`src/rtl/cmp_issue_ctrl.sv`:
```
// Issue controller for an external compare unit: one compare (single mode) or an
// eq/gt/lt sweep, with valid/ready handshakes on both request and response sides.
module cmp_issue_ctrl #(
  parameter int width = 16
) (
  input  logic             clk,
  input  logic             rest,
  input  logic             req_valid,
  output logic             req_ready,
  input  logic [width-1:0] req_a,
  input  logic [width-1:0] req_b,
  input  logic [1:0]       req_fun,
  input  logic             req_sweep,
  output logic [width-1:0] A,
  output logic [width-1:0] B,
  output logic [1:0]       alu_fun,
  output logic             cmp_EN,
  input  logic [width-1:0] cmp_out,
  input  logic             cmp_flag,
  output logic             rsp_valid,
  input  logic             rsp_ready,
  output logic [width-1:0] rsp_result,
  output logic             rsp_flag,
  output logic [2:0]       rsp_rel,
  output logic             rsp_err
);

  typedef enum logic [2:0] {IDLE, ISSUE0, ISSUE1, ISSUE2, WAIT, RESP} state_t;

  localparam logic [1:0] FUN_EQ = 2'b01;
  localparam logic [1:0] FUN_GT = 2'b10;
  localparam logic [1:0] FUN_LT = 2'b11;

  state_t     state;
  logic [1:0] fun_q;
  logic       sweep_q;

  // Exactly one relation flag must be set for a consistent sweep.
  function automatic logic sweep_err(input logic [2:0] rel);
    return (rel != 3'b001) && (rel != 3'b010) && (rel != 3'b100);
  endfunction

  // Relation code; any inconsistent pattern (including none set) maps to 0.
  function automatic logic [width-1:0] rel_code(input logic [2:0] rel);
    logic [width-1:0] code;
    case (rel)
      3'b001:  code = width'(1);
      3'b010:  code = width'(2);
      3'b100:  code = width'(3);
      default: code = '0;
    endcase
    return code;
  endfunction

  assign req_ready = (state == IDLE);
  assign rsp_valid = (state == RESP);

  always_comb begin
    // NOTE: defaults first so every path assigns both outputs and no latch is inferred.
    cmp_EN  = 1'b0;
    alu_fun = 2'b00;
    case (state)
      ISSUE0: begin
        cmp_EN  = 1'b1;
        alu_fun = sweep_q ? FUN_EQ : fun_q;
      end
      ISSUE1: begin
        cmp_EN  = 1'b1;
        alu_fun = FUN_GT;
      end
      ISSUE2: begin
        cmp_EN  = 1'b1;
        alu_fun = FUN_LT;
      end
      default: ;
    endcase
  end

  // NOTE: all state below uses non-blocking assignments so every register samples pre-edge values.
  always_ff @(posedge clk) begin
    if (rest) begin
      state      <= IDLE;
      A          <= '0;
      B          <= '0;
      fun_q      <= '0;
      sweep_q    <= 1'b0;
      rsp_result <= '0;
      rsp_flag   <= 1'b0;
      rsp_rel    <= '0;
      rsp_err    <= 1'b0;
    end else begin
      case (state)
        IDLE: begin
          if (req_valid) begin
            A        <= req_a;
            B        <= req_b;
            fun_q    <= req_fun;
            sweep_q  <= req_sweep;
            rsp_flag <= 1'b0;
            rsp_rel  <= '0;
            rsp_err  <= 1'b0;
            state    <= ISSUE0;
          end
        end
        ISSUE0: begin
          if (sweep_q) begin
            rsp_rel[0] <= cmp_flag;
            state      <= ISSUE1;
          end else begin
            rsp_flag <= cmp_flag;
            state    <= WAIT;
          end
        end
        ISSUE1: begin
          rsp_rel[1] <= cmp_flag;
          state      <= ISSUE2;
        end
        ISSUE2: begin
          rsp_rel[2] <= cmp_flag;
          state      <= WAIT;
        end
        WAIT: begin
          // cmp_out from the single issue is valid only during this cycle.
          if (sweep_q) begin
            rsp_result <= rel_code(rsp_rel);
            rsp_err    <= sweep_err(rsp_rel);
          end else begin
            rsp_result <= cmp_out;
          end
          state <= RESP;
        end
        RESP: begin
          if (rsp_ready) state <= IDLE;
        end
        default: state <= IDLE;
      endcase
    end
  end

endmodule

```
`config.mk`:
```
export PLATFORM = sky130hd
export DESIGN_NAME = cmp_issue_ctrl
export DESIGN_NICKNAME = d
export VERILOG_FILES = /design/src/rtl/cmp_issue_ctrl.sv
export SDC_FILE = /design/constraint.sdc
export NUM_CORES = 1
export LEC_CHECK = 0
export CORE_MARGIN = 2
export CORE_UTILIZATION = 45
export CTS_CLUSTER_SIZE = 24
export DETAILED_ROUTE_END_ITERATION = 6
export DONT_BUFFER_PORTS = 1
export SLEW_MARGIN = 10
export SYNTH_ARGS = -nofsm -noshare
export SYNTH_HDL_FRONTEND = slang
export SYNTH_SLANG_ARGS = --single-unit
```
`constraint.sdc`:
```
create_clock -name clk -period 4.5 [get_ports clk]
set_input_delay 0.9 -clock clk [delete_from_list [all_inputs] [get_ports clk]]
set_output_delay 0.9 -clock clk [all_outputs]
set_load 0.005 [all_outputs]
```
==> Flow_metrics.wiki <==
{| class="wikitable"
! Metric !! Value
|-
| Status || complete, no violations
|-
| Syn avg cell area || 8.261 um^2
|-
| Buffer and inverter count on the worst path || 0
|-
| Number of synthesized flops with an enable pin || 0
|-
| Mux contribution to synthesized area || 0.4267%
|-
| Peak supply drop || 211.5 uV
|-
| Via count of the first global-routing pass || 1676
|-
| Fraction of final layout cells sized beyond drive strength 1 || 7.220%
|-
| Source of the worst hold timing path || fun_q[1]$_SDFFE_PP0P_
|-
| Max-capacitance violation count || 0
|-
| Relative max-transition margin || 50.21%
|-
| Parity-gate share of the synthesized area counting xor and xnor cells || 0.7467%
|-
| Final critical delay including setup and external delays || 2.407 ns
|-
| Simple logic cell fraction of the synthesized area || 25.12%
|-
| Port Buffer Count || 0
|-
| Leakage power total || 0.0008609 uW
|-
| Final Wtd Congestion || 0.8012
|-
| Crit Path Max Fanout || 16
|-
| Detailed Place HPWL || 3259 um
|-
| Area after detailed placement || 0.002288 mm^2
|-
| Count of mapped cells out of synthesis || 284
|-
| Post-CTS Repair Setup Buffers || 0
|-
| Most common flop cell mapped by yosys || sky130_fd_sc_hd__dfxtp_1
|-
| Setup Viol. Count Final || 0
|-
| Post-synth net total || 340
|-
| Worst R2R Start || state[2]$_SDFFE_PP0P_
|-
| Leading cell type by number of instances after synthesis || sky130_fd_sc_hd__nand2_1
|-
| Worst Clk Skew || 0.005050 ns
|-
| Setup slack after placement || 2.461 ns
|-
| M2 GR Usage || 26.64%
|-
| Maximum cell stage delay along the critical path || 0.71 ns
|-
| Met1 usage || 22.16%
|-
| # rows || 26
|-
| Num CTS Buffers || 9
|-
| Pin count of the biggest net entering global routing || 58
|-
| Share of async-settable or async-resettable flops after synthesis || 0%
|-
| Signed area change from the synthesized netlist to the final layout || 5.173%
|-
| NumNets Final || 329
|-
| Worst hold path type || flip-flop to flip-flop
|-
| Sequential element share of the synthesized area || 50.35%
|-
| Summed area of non-filler cells in the final layout || 0.002467 mm^2
|-
| Cells resized by post-CTS repair || 0
|-
| Ranking of synthesized cells by instance count || sky130_fd_sc_hd__nand2_1 (85), sky130_fd_sc_hd__dfxtp_1 (59), sky130_fd_sc_hd__a21oi_1 (54)
|-
| Deepest level of the CTS H-tree || 3
|-
| Vias per cell || 5.320
|-
| Die Footprint || 0.005807 mm^2
|-
| Post-Syn Area || 0.002346 mm^2
|-
| Maximum clock insertion buffer count || 2
|-
| TritonCTS clock tree || yes
|-
| Clock root cell || sky130_fd_sc_hd__clkbuf_8
|-
| Area share of fa/ha/maj cells after synthesis || 0%
|-
| Combinational family with the most area after synthesis || simple AND/OR/NAND/NOR gates
|-
| Flip-flop and latch count after synthesis || 59
|-
| Number of failing hold endpoints at the final stage || 0
|-
| Overall Global Routing Usage || 17.80%
|-
| Most heavily used metal layer in global routing || met2
|-
| Actual slew at the worst max-slew pin || 0.7459 ns
|-
| Pwr Density || 472.9 mW/mm^2
|-
| Post-synth top area share || 50.35%
|-
| Clock latency on the worst-skew pair || 0.32 ns
|-
| Pre-antenna DRT Iters || 4
|-
| Number of inserted diodes || 0
|-
| Wire per inst || 14.71 um
|-
| Global-route wire length before repair || 8252 um
|-
| Category of the most critical setup path || flip-flop to output port
|-
| Worst hold margin || 0.4592 ns
|-
| Number of library cell types mapped by synthesis || 35
|-
| Placeable core region || 0.005075 mm^2
|-
| Clock sink count || 59
|-
| Slowest stage cell, crit path || sky130_fd_sc_hd__dfxtp_1
|-
| Arrival time of data at the critical path endpoint || 1.51 ns
|-
| FMAX || 415.5 MHz
|-
| Effective utilization at floorplan || 46.23%
|-
| Largest delay contributor family on the critical path || flip-flops
|-
| Count of antenna-violating nets left after detailed routing || 0
|-
| Clock transition at the registers of the reported paths || 0.06 ns
|-
| Unrepaired setup endpoints after global routing || no
|-
| Post-layout util || 48.62%
|-
| Final max-slew violation count || 0
|-
| Req. time, crit path || 3.60 ns
|-
| Number of antenna violations at the first check in global routing || 0
|-
| Leading post-synthesis cells by cell area || sky130_fd_sc_hd__dfxtp_1 (50%), sky130_fd_sc_hd__nand2_1 (14%), sky130_fd_sc_hd__a21oi_1 (12%)
|-
| Final setup TNS || 0 ns
|-
| Setup crit start kind || flip-flop
|-
| Chip Width || 76.21 um
|-
| Post-route worst setup slack || 2.093 ns
|-
| Synth Area in Compound Gates || 16.37%
|-
| Share of the clock period used by the worst path || 53.48%
|-
| Launch point of the critical path || state[0]$_SDFFE_PP0P_
|-
| Total DRC errors in the routed layout || 0
|-
| Overall via count from detail_route || 1846
|-
| Met3 layer usage reported by global route || 6.872%
|-
| DIE HEIGHT || 76.21 um
|-
| Number of buffers inserted by hold repair at cts || 0
|-
| Number of ports placed on the die boundary || 114
|-
| DR iter-0 viols || 75
|-
| Synth area leader || sky130_fd_sc_hd__dfxtp_1
|-
| Number of inserted filler cells in the final layout || 516
|-
| Count of warnings emitted by yosys || 0
|-
| Chain of cells forming the critical path || nand2b_1 -> nor2_1
|-
| Aggregate routed wire length || 5106 um
|-
| Kind of capture point of the worst setup path || output port
|-
| Grt total ovfl || 0
|}
## final timing paths
kind | to | slack, ns | cells past startpoint
worst min-delay path | fun_q[1]$_SDFFE_PP0P_ | 0.46 | 2
worst min register to register | fun_q[1]$_SDFFE_PP0P_ | 0.46 | 2
worst max register to register | rsp_result[1]$_SDFFE_PP0P_ | 2.63 | 3
worst max-delay path | alu_fun[0] | 2.09 | 2
## stage by stage
step | total power [uW] | instances
2_1_floorplan | 751.0 | 284
3_3_place_gp | 753.0 | 332
3_5_place_dp | 756.8 | 332
4_1_cts | 1186 | 347
5_1_grt | 1239 | 347
6_report | 1167 | 347
## cell usage in the layout (no fill, tap or decap), drive strengths merged, types with 3 or more instances in the layout
master,instances
nand3,15
nor2,8
dfxtp,59
clkbuf,13
nand2,85
inv,3
a21oi,54
nor3,4
o21ai,3
## worst min-delay path: stages, from the launching register on
cell	delay [ns]
sky130_fd_sc_hd__dfxtp_1	0.31
sky130_fd_sc_hd__nand2_1	0.05
sky130_fd_sc_hd__a21oi_1	0.05
## final cells by class
cell class | instances | area, um^2 | area share (%)
Sequential cell | 59 | 1181 | 47.87
Multi-Input combinational cell | 199 | 1001 | 40.57
Clock buffer | 13 | 168.9 | 6.846
Tap cell | 70 | 87.58 | 3.550
Inverter | 3 | 11.26 | 0.4564
Clock inverter | 2 | 10.01 | 0.4057
Timing Repair Buffer | 1 | 7.507 | 0.3043
## state kept, by name, summed over array words and instances (netlist names)
| register | cells |
|---|---|
| A | 16 |
| B | 16 |
| fun_q | 2 |
| rsp_err | 1 |
| rsp_flag | 1 |
| rsp_rel | 3 |
| rsp_result | 16 |
| state | 3 |
| sweep_q | 1 |
## power by group
group / internal, uW / switching, uW / total [uW]
Sequential: 566 / 44.9 / 611
Combinational: 50.0 / 82.3 / 132
Clock: 240 / 183 / 424
Total: 856 / 311 / 1170
## logic make-up (layout without fill, tap and decap cells)
group | after synthesis | after routing
buffers and inverters | 26 | 19
AO/OA/AOI/OAI | 69 | 69
flip-flops | 59 | 59
multiplexers | 1 | 1
AND/OR/NAND/NOR | 127 | 127
XOR/XNOR | 2 | 2
## metal layers
| metal | routed length, um | share of wire (%) |
|---|---|---|
| met4 | 93 | 1.8 |
| met2 | 2238 | 44 |
| met3 | 517 | 10 |
| met1 | 2257 | 44 |
| met5 | 0 | 0 |
Note: power is estimated with default switching activity, not from simulation.
